**config.mk**
```make
export PLATFORM = sky130hd
export DESIGN_NAME = bus_cycle_controller
export DESIGN_NICKNAME = d
export VERILOG_FILES = /design/src/rtl/bus_cycle_controller.sv
export SDC_FILE = /design/constraint.sdc
export NUM_CORES = 1
export LEC_CHECK = 0
export BUFFER_PORTS_ARGS = -buffer_cell sky130_fd_sc_hd__buf_2
export CAP_MARGIN = 20
export CORE_MARGIN = 2
export CORE_UTILIZATION = 45
export CTS_BUF_LIST = sky130_fd_sc_hd__clkbuf_4
export CTS_CLUSTER_DIAMETER = 80
export CTS_CLUSTER_SIZE = 25
export DETAILED_ROUTE_END_ITERATION = 6
export MAX_ROUTING_LAYER = met4
export PLACE_DENSITY = 0.69
export SLEW_MARGIN = 20
export SYNTH_ARGS = -nofsm -noshare
export SYNTH_HDL_FRONTEND = slang
export SYNTH_SLANG_ARGS = --single-unit
```
**constraint.sdc**
```tcl
create_clock -name clk -period 3.4 [get_ports clk]
set_input_delay 0.34 -clock clk [delete_from_list [all_inputs] [get_ports clk]]
set_output_delay 0.34 -clock clk [all_outputs]
set_load 0.01 [all_outputs]
```
**src/rtl/bus_cycle_controller.sv**
```systemverilog
// External bus cycle sequencer: SETUP/STROBE/HOLD timing for CPU transfers with WAIT
// extension and timeout, plus DMA arbitration that only grants the bus between CPU cycles.
module bus_cycle_controller #(
    parameter int ADDR_WIDTH    = 22,
    parameter int SETUP_CYCLES  = 1,
    parameter int STROBE_CYCLES = 2,
    parameter int WAIT_TIMEOUT  = 255
) (
    input  logic                  clk,
    input  logic                  arst,
    input  logic                  cpu_req,
    input  logic                  cpu_wr,
    input  logic                  cpu_mem_io,
    input  logic [ADDR_WIDTH-1:0] cpu_addr,
    input  logic [7:0]            cpu_wdata,
    output logic [7:0]            cpu_rdata,
    output logic                  cpu_done,
    output logic                  bus_error,
    input  logic                  dma_req,
    output logic                  dma_ack,
    input  logic                  WAIT,
    input  logic [7:0]            data_in,
    output logic [ADDR_WIDTH-1:0] addr,
    output logic [7:0]            data_out,
    output logic                  data_oe,
    output logic                  rd,
    output logic                  wr,
    output logic                  mem_io,
    output logic                  bus_busy
);

    typedef enum logic [2:0] {
        S_IDLE,
        S_SETUP,
        S_STROBE,
        S_HOLD,
        S_DMA
    } state_t;

    localparam logic [3:0] SETUP_LAST  = 4'(SETUP_CYCLES - 1);
    localparam logic [3:0] STROBE_LAST = 4'(STROBE_CYCLES - 1);
    localparam logic [7:0] WAIT_LIMIT  = 8'(WAIT_TIMEOUT);

    state_t                  state_q, state_d;
    logic [3:0]              cnt_q, cnt_d;
    logic [7:0]              wait_q, wait_d;
    logic                    fair_q, fair_d;
    logic                    err_q, err_d;
    logic                    lat_wr_q, lat_wr_d;
    logic                    lat_mio_q, lat_mio_d;
    logic [ADDR_WIDTH-1:0]   lat_addr_q, lat_addr_d;
    logic [7:0]              lat_wdata_q, lat_wdata_d;
    logic [7:0]              rdata_q, rdata_d;

    logic [ADDR_WIDTH-1:0]   addr_q, addr_d;
    logic [7:0]              dout_q, dout_d;
    logic                    oe_q, oe_d;
    logic                    rd_q, rd_d;
    logic                    wr_q, wr_d;
    logic                    mio_q, mio_d;
    logic                    ack_q, ack_d;
    logic                    busy_q, busy_d;
    logic                    done_q, done_d;
    logic                    berr_q, berr_d;
    logic                    cpu_phase;

    always_comb begin
        state_d     = state_q;
        cnt_d       = cnt_q;
        wait_d      = wait_q;
        fair_d      = fair_q;
        err_d       = err_q;
        lat_wr_d    = lat_wr_q;
        lat_mio_d   = lat_mio_q;
        lat_addr_d  = lat_addr_q;
        lat_wdata_d = lat_wdata_q;
        rdata_d     = rdata_q;

        case (state_q)
            S_IDLE: begin
                if (dma_req && (!cpu_req || !fair_q)) begin
                    state_d = S_DMA;
                end else if (cpu_req) begin
                    lat_wr_d    = cpu_wr;
                    lat_mio_d   = cpu_mem_io;
                    lat_addr_d  = cpu_addr;
                    lat_wdata_d = cpu_wdata;
                    fair_d      = 1'b0;
                    err_d       = 1'b0;
                    state_d     = S_SETUP;
                end
            end
            S_SETUP: begin
                if (cnt_q == SETUP_LAST) state_d = S_STROBE;
                else                     cnt_d   = cnt_q + 4'd1;
            end
            S_STROBE: begin
                // Minimum strobe width first; only then does WAIT matter.
                if (cnt_q != STROBE_LAST) begin
                    cnt_d = cnt_q + 4'd1;
                end else if (!WAIT) begin
                    state_d = S_HOLD;
                    if (!lat_wr_q) rdata_d = data_in;
                end else if (wait_q == WAIT_LIMIT) begin
                    state_d = S_HOLD;
                    err_d   = 1'b1;
                    if (!lat_wr_q) rdata_d = 8'hFF;
                end else begin
                    wait_d = wait_q + 8'd1;
                end
            end
            S_HOLD: state_d = S_IDLE;
            S_DMA: begin
                if (!dma_req) begin
                    state_d = S_IDLE;
                    fair_d  = cpu_req;
                end
            end
            default: state_d = S_IDLE;
        endcase

        if (state_d != state_q) begin
            cnt_d  = 4'd0;
            wait_d = 8'd0;
        end

        // Outputs are decoded from the next state so the pins change on the state edge.
        cpu_phase = (state_d == S_SETUP) || (state_d == S_STROBE) || (state_d == S_HOLD);
        addr_d    = cpu_phase ? lat_addr_d : '0;
        mio_d     = cpu_phase && lat_mio_d;
        oe_d      = cpu_phase && lat_wr_d;
        dout_d    = oe_d ? lat_wdata_d : 8'h00;
        rd_d      = (state_d == S_STROBE) && !lat_wr_d;
        wr_d      = (state_d == S_STROBE) && lat_wr_d;
        ack_d     = (state_d == S_DMA);
        busy_d    = (state_d != S_IDLE);
        done_d    = (state_d == S_HOLD);
        berr_d    = done_d && err_d;
    end

    always_ff @(posedge clk or posedge arst) begin
        if (arst) begin
            state_q     <= S_IDLE;
            cnt_q       <= 4'd0;
            wait_q      <= 8'd0;
            fair_q      <= 1'b0;
            err_q       <= 1'b0;
            lat_wr_q    <= 1'b0;
            lat_mio_q   <= 1'b0;
            lat_addr_q  <= '0;
            lat_wdata_q <= 8'h00;
            rdata_q     <= 8'h00;
            addr_q      <= '0;
            dout_q      <= 8'h00;
            oe_q        <= 1'b0;
            rd_q        <= 1'b0;
            wr_q        <= 1'b0;
            mio_q       <= 1'b0;
            ack_q       <= 1'b0;
            busy_q      <= 1'b0;
            done_q      <= 1'b0;
            berr_q      <= 1'b0;
        end else begin
            state_q     <= state_d;
            cnt_q       <= cnt_d;
            wait_q      <= wait_d;
            fair_q      <= fair_d;
            err_q       <= err_d;
            lat_wr_q    <= lat_wr_d;
            lat_mio_q   <= lat_mio_d;
            lat_addr_q  <= lat_addr_d;
            lat_wdata_q <= lat_wdata_d;
            rdata_q     <= rdata_d;
            addr_q      <= addr_d;
            dout_q      <= dout_d;
            oe_q        <= oe_d;
            rd_q        <= rd_d;
            wr_q        <= wr_d;
            mio_q       <= mio_d;
            ack_q       <= ack_d;
            busy_q      <= busy_d;
            done_q      <= done_d;
            berr_q      <= berr_d;
        end
    end

    assign cpu_rdata = rdata_q;
    assign cpu_done  = done_q;
    assign bus_error = berr_q;
    assign dma_ack   = ack_q;
    assign addr      = addr_q;
    assign data_out  = dout_q;
    assign data_oe   = oe_q;
    assign rd        = rd_q;
    assign wr        = wr_q;
    assign mem_io    = mio_q;
    assign bus_busy  = busy_q;

endmodule
```
# [Yosys cells after proc, flatten, opt, wreduce, memory -nomap -nowiden]
# Index checks and enable logic that the tools add are counted.
# Widths: inputs -> output; s select.
[classes] bitwise=1 add_sub_neg=2 eq_ne=20 n_reduce_logical=23 n_mux=45
[op_table] op="$mux 8" n=13
[op_table] op="$mux 22" n=4
[op_table] op="$mux 3" n=7
[op_table] op="$mux 1" n=14
[op_table] op="$mux 4" n=3
[op_table] op="$pmux 3 s4" n=1
[op_table] op="$ne 2x2->1 const B" n=5
[op_table] op="$eq 3x2->1 const B" n=3
[op_table] op="$add 8x1->8 const B" n=1
[op_table] op="$eq 8x8->1 const B" n=1
[op_table] op="$pmux 4 s2" n=1
[op_table] op="$reduce_and 4->1" n=2
[op_table] op="$eq 3x1->1 const B" n=2
[op_table] op="$eq 3x3->1 const B" n=2
[op_table] op="$logic_and 1x1->1" n=6
[op_table] op="$ne 2x1->1 const B" n=3
[op_table] op="$ne 3x3->1 const B" n=2
[op_table] op="$reduce_bool 2->1" n=3
[op_table] op="$reduce_bool 3->1" n=2
[op_table] op="$reduce_and 5->1" n=1
[op_table] op="$add 4x1->4 const B" n=1
[op_table] op="$logic_not 4->1" n=1
[op_table] op="$ne 4x1->1 const B" n=1
[op_table] op="$pmux 1 s2" n=2
[op_table] op="other kinds (6)" n=10
[totals] in_bits=45 wordCells=111 out_inout_bits=46 reg_bits=95

# [Logic depth before layout (Yosys ltp)]
# Gate-level depths: netlist of run 1.
[depth] word_depth=10 depth_mapped=7 ltp_nobuf=6

# [Least setup slack after synthesis of run 1]
# No wires, ideal clock.
[synth_timing] path_kind="register -> register" startpoint="register cnt_q[0]" endpoint="register cnt_q[2]" path_stages_with_launch=7 synth_period_minus_slack_ns=1.608 arrival_ns=1.482 setup_slack_ns=1.792 required_ns=3.274 path_buffers=0 setup_time_ns=0.126 path_cell_list="dfrtp_1 inv_1 ha_1 mux2_4 a2111oi_4 xnor2_1 a21oi_1"
[synth_between] elab_chain_len=6 word_cells_on_any_way=15 cone_classes="add/sub (1); eq/ne (4); mux (7); reduce/logical (3)"
[synth_rtl] item="start, declared" line="45" source="logic [3:0] cnt_q, cnt_d;"
[synth_rtl] item="start signal, assigned" line="165" source="cnt_q <= cnt_d;"
[synth_rtl] item="$ne 4x1->1 / $logic_not 4->1 (equally long branches)" line="99, 94"
[synth_rtl] item="$mux 3, on equally long branches" line="99, 94"
[synth_rtl] item="$pmux 3 s4" line="79" source="case (state_q)"
[synth_rtl] item="$ne 3x3->1" line="122" source="if (state_d != state_q) begin"
[synth_rtl] item="$ne 3x3->1 (no line) / $reduce_bool 3->1 (equally long branches)"
[synth_rtl] item="$reduce_and 3->1 (no line)"
# Several ways; a longest one is shown, not always the timed one. The select of a mux whose other input is x is not followed.
# A chain may end at the register's enable or synchronous reset.

# [Worst setup path after layout of run 1]
[layout_timing] startpoint="register state_q[2]" endpoint="register rdata_q[4], in the netlist cpu_rdata[4]"
[layout_between] elab_chain_len=2
[layout_rtl] item="start, declared" line="44" source="state_t state_q, state_d;"
[layout_rtl] item="start signal, assigned" line="164" source="state_q <= state_d;"
[layout_rtl] item="$eq 3x2->1" line="79"
[layout_rtl] item="$reduce_and 5->1 (no line)"
[layout_rtl] item="end signal, assigned" line="173" source="rdata_q <= rdata_d;"
[layout_rtl] item="end, declared" line="53" source="logic [7:0] rdata_q, rdata_d;"
# Every way passes these cells.

==> flow_metrics.tcl, run 1 <==
set metrics [dict create \
    synth_area_sq_um 3860 \
    synthTopCellsByArea "dfrtp_1 62%, mux2_2 9.1%, nor2b_1 3.9%, a21oi_1 1.9%, inv_1 1.8%" \
    final_common_cell "dfrtp_1" \
    setup_viol 0 \
    fin_setup_tns_ns 0 \
    finClkSkew_ns 0.0151 \
    synth_nets 354 \
    required_ns 3.76 \
    finalWirelength_um 7620 \
    layout-drive-gt1-share_pct 37.6 \
    antenna_cells 0 \
    min_to "lat_addr_q[0]" \
    root_buffer "clkbuf_4" \
    dp_hpwl_um 5350 \
    gp_congestion 0.770 \
    min_path_cells 2 \
    power_density_nw_per_um2 758 \
    num_vias 2668 \
    port_buffers 90 \
    fin_ws_ns 1.16 \
    wl_per_cell_um 15.0 \
    max_cap_viol_count 0 \
    slew_headroom_pct 56.5 \
    vdd_drop_max_mv 0.441 \
    grt_pass1_wl_um 12400 \
    ys.flop_type "dfrtp_1" \
    layout_common_cells "95 x dfrtp_1, 90 x buf_2, 31 x mux2_2" \
    worstSetupStartpointType "register" \
    dp.cells 489 \
    final_cells 507 \
    p_leak_nw 2.20 \
    finalMaxSlewViolations 0 \
    cts_buffers 9 \
    dp_slack_ns 1.22 \
    multiInputGateArea_sq_um 1340 \
    dr.pass1.iters 4 \
    tritoncts "built" \
    synth-edff-count 0 \
    met1_usage_pct 23.9 \
    cts_buffer_depth 2 \
    r2r_slack_ns 1.16 \
    postCtsSetupRepairBufs 0 \
    rsz0062_at_grt "false" \
    timing.rr.start "state_q[2]" \
    grt_overflow 0 \
    via_per_inst 5.26 \
    outcome "complete, no violations" \
    cp_max_fo 13 \
    synth_top_area_share_pct 61.6 \
    core-area_sq_um 8260 \
    grt_pass1_vias 2619 \
    fp.dieH_um 96.6 \
    grt_use_total_pct 17.9 \
    synth_seq_cells 95 \
    dieArea_sq_um 9330 \
    synthCells 305 \
    layout.nets 446 \
    hp-class "in2reg" \
    ant_nets 0 \
    clkTransAtPathRegs_ns 0.16 \
    ys_seq_area_share_pct 61.6 \
    r2r_cells 4 \
    finalHoldViolCount 0 \
    worstMarginPinSlew_ns 0.653 \
    boundaryPins 91 \
    cp_data_arrival_time_ns 2.60 \
    min_period_ns 2.24 \
    top_usage_layer "met2" \
    postCtsResizedCells 0 \
    cts_htree_levels 3 \
    setup.worst_path.end_class "register" \
    synthArstFlopShare_pct 100 \
    initialDrtViolationCount 137 \
    antenna_found_initial 0 \
    initial_core_util_pct 46.7 \
    fmax_mhz 447 \
    die_w_um 96.6 \
    hold_start "cpu_addr[0]" \
    grt_max_degree 56 \
    regArea_sq_um 2380 \
    fillers 748 \
    finalCritPeriodShare_pct 65.8 \
    yosysUniqueCellTypes 47 \
    use_met2_pct 27.5 \
    areaGrowthSynthToFinish_pct 18.6 \
    ctsHoldBuffers 0 \
    clock-sinks 95 \
    use_met3_pct 4.65 \
    postSynthAreaPerCell_sq_um 12.6 \
    synth_top_area_cell "dfrtp_1" \
    drc 0 \
    clk_latency_ns 0.44 \
    synth_warnings 0 \
    regToRegEndpoint "cpu_rdata[4]" \
    placementRows 33 \
    crit_type "reg2reg" \
]
[flip-flops by register name, indices dropped and copies added (netlist names)]
register / count
wait_q: 8
wr: 1
mem_io: 1
lat_wr_q: 1
state_q: 3
rd: 1
lat_wdata_q: 8
cpu_rdata: 8
fair_q: 1
data_out: 8
data_oe: 1
addr: 22
cpu_done: 1
cnt_q: 4
lat_mio_q: 1
dma_ack: 1
err_q: 1
bus_busy: 1
lat_addr_q: 22
bus_error: 1
[cell usage after synthesis (3+ instances only)]
cell / count
a21oi_1: 15
a22oi_1: 6
and3_1: 3
buf_2: 8
clkbuf_1: 7
dfrtp_1: 95
ha_1: 4
inv_1: 18
mux2_2: 31
mux2i_1: 3
nand2_1: 11
nand3_1: 5
nor2_1: 6
nor2b_1: 24
nor3_1: 3
nor3b_1: 9
nor4_1: 8
o21ai_0: 5
o31ai_1: 3
or3_1: 5
xnor2_1: 4
[power by group]
group          switching [mW]  total [mW]  internal [mW]
combinational           0.632        1.21          0.574
sequential              0.177        1.71           1.53
clock                   0.392       0.552          0.160
[worst max-delay path, stage by stage (launching register included)]
cell	delay, ns
dfrtp_1	0.57
nor4_2	0.36
nand3_1	0.40
or3_1	0.61
a21oi_1	0.23
[how the worst max path moves through the flow]
| stage | from | to | slack (ns) | cells after the start |
|---|---|---|---|---|
| 6_report | state_q[2] | cpu_rdata[4] | 1.16 | 4 |
| 5_1_grt | state_q[2] | cpu_rdata[1] | 0.96 | 4 |
| 4_1_cts | state_q[2] | cpu_rdata[4] | 1.20 | 4 |
| 3_5_place_dp | state_q[2] | cpu_rdata[4] | 1.22 | 4 |
| 3_3_place_gp | state_q[2] | cpu_rdata[0] | 1.30 | 4 |
| 2_1_floorplan | arst | addr[0] | 0.58 | 1 |
[kinds of logic (layout without fill, tap and decap cells)]
logic type | after synthesis | count (layout) | synth area share [%]
adders and majority gates | 4 | 4 | 1.30
AOI/OAI and AO/OA | 46 | 46 | 8.57
buffers and inverters | 34 | 131 | 3.57
DFF | 95 | 95 | 61.6
and+or+nand+nor | 87 | 87 | 13.8
xor gates and xnor gates | 4 | 4 | 0.908
muxes | 35 | 35 | 10.2
[metrics by stage]
stage          hold WS (ns)  instance area, sq um  total power, mW  util, %
4_1_cts              0.0836                  4540             3.51     55.0
6_report              0.130                  4570             3.47     55.4
2_1_floorplan         0.463                  3860             2.54        -
3_3_place_gp          0.473                  4420             2.91     53.5
5_1_grt               0.101                  4570             3.73     55.4
3_5_place_dp          0.478                  4420             2.96     53.5
[layout make-up]
class | count | share of cell area (%)
Tap cell | 105 | 2.87
Sequential cell | 95 | 52.0
Inverter | 18 | 1.51
Timing Repair Buffer | 97 | 11.6
Clock buffer | 9 | 1.48
Multi-Input combinational cell | 176 | 29.3
Clock inverter | 7 | 1.20
[metal layers]
metal	vias to the layer above	wire length (um)
met3	8	423
met1	1333	3560
met4	0	63
li1	1247	-
met5	-	0
met2	80	3580
Power figures use the tool's default switching activity.
==> run 2: changes to the inputs <==
--- a/config.mk
+++ b/config.mk
@@ -5,6 +5,7 @@
 export SDC_FILE = /design/constraint.sdc
 export NUM_CORES = 1
 export LEC_CHECK = 0
+export ABC_AREA = 1
 export BUFFER_PORTS_ARGS = -buffer_cell sky130_fd_sc_hd__buf_2
 export CAP_MARGIN = 20
 export CORE_MARGIN = 2
@@ -14,7 +15,7 @@
 export CTS_CLUSTER_SIZE = 25
 export DETAILED_ROUTE_END_ITERATION = 6
 export MAX_ROUTING_LAYER = met4
-export PLACE_DENSITY = 0.69
+export PLACE_DENSITY = 0.71
 export SLEW_MARGIN = 20
 export SYNTH_ARGS = -nofsm -noshare
 export SYNTH_HDL_FRONTEND = slang
==> constraint.sdc (replaced) <==
create_clock -name clk -period 1.8 [get_ports clk]
set_input_delay 0.18 -clock clk [delete_from_list [all_inputs] [get_ports clk]]
set_output_delay 0.18 -clock clk [all_outputs]
set_load 0.01 [all_outputs]
==> run 2 against run 1 <==
- non-clock buffer count rose by 47
- fmax up 27%
- worst setup slack worse by 1.1 ns
- flip-flop and latch count did not move
- utilization grew 5.9 points
- sequential power up 88%
- via count rose by 18%
- synthesized area grew 3.0%
- register-to-register slack got worse by 1.1 ns
- cell count is 32% higher
- critical endpoint is now addr[20]
- largest cell class unchanged
- highest routed layer unchanged
==> flow_metrics.tcl, run 2 <==
set metrics [dict create \
    outcome "complete, no violations" \
    required_ns 2.17 \
    finalHoldViolCount 0 \
    dp_slack_ns 0.0168 \
    port_buffers 90 \
    grt_overflow 0 \
    layout.nets 607 \
    clk_latency_ns 0.46 \
    p_total_mw 7.86 \
    synth_warnings 0 \
    core-area_sq_um 8640 \
    grt_use_total_pct 19.1 \
    setup_viol 0 \
    synthCells 413 \
    cp_slowest_stage_delay_ns 0.42 \
    fin_ws_ns 0.0356 \
    worstSetupStartpointType "register" \
    num_vias 3145 \
    synth_top_area_share_pct 59.9 \
    finClkSkew_ns 0.0230 \
    synthArstFlopShare_pct 100 \
    grt_pass1_vias 3108 \
    dieArea_sq_um 9590 \
    postSynthAreaPerCell_sq_um 9.61 \
    slowest_stage "dfrtp_1" \
    synth_area_sq_um 3970 \
    dp_hpwl_um 5620 \
    p_leak_nw 2.98 \
    layout-drive-gt1-share_pct 35.9 \
    synth-edff-count 0 \
    finalMaxSlewViolations 0 \
    design_area_sq_um 5290 \
    antenna_found_initial 0 \
    dr.pass1.iters 4 \
    via_per_inst 4.69 \
    grt_max_degree 53 \
    cp_data_arrival_time_ns 2.13 \
    antenna_cells 0 \
    synth.most_common_cell "nand2_1" \
    setup.worst_path.end_class "register" \
    boundaryPins 91 \
    slew_headroom_pct 73.4 \
    cts_buffer_depth 2 \
    clkTransAtPathRegs_ns 0.15 \
    vdd_drop_max_mv 0.915 \
    synth_top_area_cell "dfrtp_1" \
    synthTopCellsByArea "dfrtp_1 60%, nand2_1 11%, inv_1 4.1%, nor2_1 3.6%, nand2_2 2.2%" \
    hp-class "in2reg" \
    hold_start "data_in[0]" \
    rsz0062_at_grt "true" \
    wl_per_cell_um 13.3 \
    tritoncts "built" \
    cp-startpoint "wait_q[1]" \
    gp_congestion 0.859 \
    initial_core_util_pct 46.0 \
    fmax_mhz 567 \
    ys_seq_area_share_pct 59.9 \
    finalWirelength_um 8940 \
    crit_chain "ha_2 > nand2_1 > nor2_1 > nand2_1 > nand2_4 > nand2_8 > clkinv_4 > nor2_4 > nand3_4 > clkbuf_16 > nand2_4 > inv_2" \
    placementRows 34 \
    synth_commonest_cells "114 x nand2_1, 95 x dfrtp_1, 43 x inv_1" \
    fp.dieH_um 97.9 \
    timing.rr.start "wait_q[1]" \
    initialDrtViolationCount 131 \
    layout_common_cells "107 x nand2_1, 95 x dfrtp_1, 90 x buf_2" \
    final_util_pct 61.3 \
    crit_type "reg2reg" \
    placed_area_sq_um 4580 \
    power_density_nw_per_um2 1490 \
    cts_buffers 9 \
    cts_htree_levels 3 \
    synth_nets 462 \
    ys.flop_type "dfrtp_1" \
    final_common_cell "nand2_1" \
    yosysUniqueCellTypes 39 \
    clock-sinks 95 \
    die_w_um 97.9 \
    areaGrowthSynthToFinish_pct 33.3 \
    ant_nets 0 \
    synth_seq_cells 95 \
    drc 0 \
    min_period_ns 1.76 \
    finalCritPeriodShare_pct 98.0 \
    cp_max_fo 5 \
    max_cap_viol_count 0 \
    worstMarginPinSlew_ns 0.399 \
    grt_pass1_wl_um 14400 \
    root_buffer "clkbuf_4" \
]
run 2: cell type report:
type	count	area, sq um
multi-input combinational	249	1370
fill	732	3340
clock inverter	7	78.8
inverter	59	230
clock buffer	9	67.6
sequential	95	2380
tap	108	135
timing repair buffer	144	1030
run 2: report_power, final:
part / internal (mW) / switching [mW]
clock: 0.441 / 0.766
sequential: 2.91 / 0.309
combinational: 1.41 / 2.03
run 2: kinds of logic (layout without fill, tap and decap cells):
logic type,count (synthesis),count (layout),share of synthesized area (%)
simple gates,207,208,25.1
flops,95,95,59.9
buf+inv,70,219,7.94
compound gates,31,31,4.51
xor+xnor,6,6,1.32
fa+ha+maj,4,4,1.26
run 2: final timing paths:
| path | slack (ns) | to | cells after the start |
|---|---|---|---|
| max in group asynchronous | 0.88 | state_q[2] | 4 |
| min reg2reg | 0.50 | lat_addr_q[21] | 2 |
| min in group asynchronous | 0.25 | wait_q[4] | 3 |
| max | 0.04 | addr[20] | 12 |
| min | 0.02 | cpu_rdata[0] | 5 |
| max reg2reg | 0.04 | addr[20] | 12 |
run 2: critical path: cells and delay by family, from the launching register on:
| family | cells | cell delay [ns] |
|---|---|---|
| DFF | 1 | 0.42 |
| adders and majority gates | 1 | 0.19 |
| buffers and inverters | 3 | 0.30 |
| and+or+nand+nor | 8 | 0.76 |
run 2: what timing repair did:
item / in CTS / in global routing
endpoints found under the setup margin: 0 / 27
setup buffers: 0 / 9
resized for setup: 0 / 31
hold buffers: 33 / 0
hold endpoints to repair: 48 / 0
run 2: routing by layer:
metal	global-route usage [%]	vias to the layer above	part of all wire, %
met5	-	-	0
met4	6.09	0	1.4
met3	3.15	14	3.6
met2	30.5	67	50
met1	25.3	1510	45
li1	-	1554	-
run 2: stage by stage:
stage               std cells  setup TNS, ns  hold WS (ns)
floorplan                 413              0         0.298
detailed placement        610              0         0.202
global route              671          -1.06        0.0267
global placement          610              0         0.196
finish                    671              0        0.0152
CTS                       659              0        0.0141
==> run 3: changes to the inputs <==
--- a/config.mk
+++ b/config.mk
@@ -5,7 +5,6 @@
 export SDC_FILE = /design/constraint.sdc
 export NUM_CORES = 1
 export LEC_CHECK = 0
-export ABC_AREA = 1
 export BUFFER_PORTS_ARGS = -buffer_cell sky130_fd_sc_hd__buf_2
 export CAP_MARGIN = 20
 export CORE_MARGIN = 2
@@ -14,6 +13,7 @@
 export CTS_CLUSTER_DIAMETER = 80
 export CTS_CLUSTER_SIZE = 25
 export DETAILED_ROUTE_END_ITERATION = 6
+export HOLD_SLACK_MARGIN = 0.08
 export MAX_ROUTING_LAYER = met4
 export PLACE_DENSITY = 0.71
 export SLEW_MARGIN = 20
==> run 3 against run 2 <==
- clock power up 9%
- flip-flop and latch count is the same
- clock skew fell by 0.0026 ns
- register-to-register slack better by 0.02 ns
- first-iteration DRC count up 13%
- combinational power down 23%
- critical path depth fell by 6
- wire length fell by 7.9%
- sequential share of layout area rose by 0.83 points
- utilization grew 1.7 points
- die area down 2.7%
- critical path type unchanged
==> flow_metrics.tcl, run 3 (synthesis results as in run 1) <==
set metrics [dict create \
    cp-startpoint "cnt_q[1]" \
    multiInputGateArea_sq_um 1390 \
    fillers 651 \
    tritoncts "built" \
    root_buffer "clkbuf_4" \
    layout_common_cells "93 x dfrtp_1, 90 x buf_2, 41 x dlygate4sd3_1" \
    antenna_cells 0 \
    final_util_pct 63.0 \
    grt_pass1_wl_um 13300 \
    grt_max_degree 43 \
    grt_pass1_vias 2832 \
    timing.rr.start "cnt_q[1]" \
    layout-drive-gt1-share_pct 38.9 \
    regArea_sq_um 2380 \
    worstSetupStartpointType "register" \
    finalHoldViolCount 0 \
    gp_congestion 0.819 \
    r2r_slack_ns 0.05 \
    fp.dieH_um 96.6 \
    regToRegEndpoint "wait_q[6]" \
    initial_core_util_pct 46.7 \
    via_per_inst 5.02 \
    clk_latency_ns 0.43 \
    r2r_cells 6 \
    hp-class "in2reg" \
    finalHoldWorstSlack_ns 0.189 \
    dr_wl_met3_um 475 \
    cts_htree_levels 3 \
    cp_max_fo 6 \
    crit_path_end "wait_q[6]" \
    die_w_um 96.6 \
    max_cap_viol_count 0 \
    p_leak_nw 2.47 \
    required_ns 2.15 \
    num_vias 2822 \
    grt_use_total_pct 19.4 \
    dr_wl_met2_um 4060 \
    rsz0062_at_grt "true" \
    p_total_mw 7.13 \
    slew_headroom_pct 61.4 \
    top_layer_used "met4" \
    drt-met1-wl_um 3630 \
    port_buffers 90 \
    areaGrowthSynthToFinish_pct 34.9 \
    boundaryPins 91 \
    min_period_ns 1.75 \
    grt_overflow 0 \
    layout.nets 501 \
    crit_type "reg2reg" \
    power_density_nw_per_um2 1370 \
    dp_slack_ns -0.0115 \
    finalWirelength_um 8230 \
    wl_per_cell_um 14.7 \
    placed_area_sq_um 4560 \
    cp_data_arrival_time_ns 2.10 \
    cp_slowest_stage_delay_ns 0.44 \
    antenna_found_initial 0 \
    final_common_cell "dfrtp_1" \
    crit_chain "inv_1 > ha_2 > and3_1 > nand2_2 > or4_1 > a22oi_1" \
    dr.pass1.iters 4 \
    worstMarginPinSlew_ns 0.575 \
    hold_start "cpu_req" \
    fin_ws_ns 0.0533 \
    fmax_mhz 573 \
    clock-sinks 95 \
    vdd_drop_max_mv 0.919 \
    drc 0 \
    design_area_sq_um 5200 \
    cts_buffer_depth 2 \
    core-area_sq_um 8260 \
    dieArea_sq_um 9330 \
    setup_viol 0 \
    finalMaxSlewViolations 0 \
    dp.cells 504 \
    finalCritPeriodShare_pct 97.0 \
    dp_hpwl_um 5560 \
    fin_setup_tns_ns 0 \
    slowest_stage "dfrtp_1" \
    outcome "complete, no violations" \
    setup.worst_path.end_class "register" \
    clkTransAtPathRegs_ns 0.15 \
    final_cells 562 \
    finClkSkew_ns 0.0205 \
    initialDrtViolationCount 148 \
    cts_buffers 9 \
    ant_nets 0 \
    placementRows 33 \
]
run 3: cell count changes in the layout (fill, tap and decap cells not counted), moves of 9 or more:
cell	before	now
nand2_1	107	9
nor2_1	38	5
mux2_2	0	31
inv_2	23	0
nor2b_1	0	23
inv_1	34	17
nand2_4	15	0
a21oi_1	4	15
o21ai_0	16	5
nor3b_1	0	9
run 3: final cells by class:
type | instances | area share, %
flip-flops and latches | 95 | 45.7
inverters | 18 | 1.37
repair buffers | 152 | 20.3
clock buffers | 10 | 1.44
multi-input cells | 176 | 26.7
well taps | 105 | 2.53
clock inverters | 6 | 1.88
run 3: routing by layer:
metal / GRT usage (%) / up-vias
met3: 4.03 / 6
met5: - / -
li1: - / 1359
met4: 5.63 / 0
met1: 25.9 / 1374
met2: 30.4 / 83
run 3: critical path, delay by kind of cell (launching register included):
kind	cells	cell delay [ns]
fa+ha+maj	1	0.22
flops	1	0.44
buf+inv	1	0.10
compound gates	1	0.16
simple gates	3	0.75
run 3: power breakdown:
part / switching [mW] / internal [mW] / total, mW
Combinational: 1.36 / 1.29 / 2.65
Sequential: 0.271 / 2.90 / 3.17
Clock: 0.718 / 0.602 / 1.32
run 3: how the worst min path moves through the flow:
stage	slack (ns)	cells after the start	end
6_report	0.19	3	dma_ack
5_1_grt	0.16	3	fair_q
4_1_cts	0.15	4	lat_wr_q
3_5_place_dp	0.22	2	cpu_rdata[5]
3_3_place_gp	0.22	2	cpu_rdata[0]
2_1_floorplan	0.31	2	dma_ack
run 3: timing repair:
item,in CTS,in global routing
hold endpoints to repair,60,0
setup buffers,0,1
hold buffers,41,0
resized for setup,2,12
gates cloned,0,0
pin swaps,0,3
setup endpoints to repair,9,44
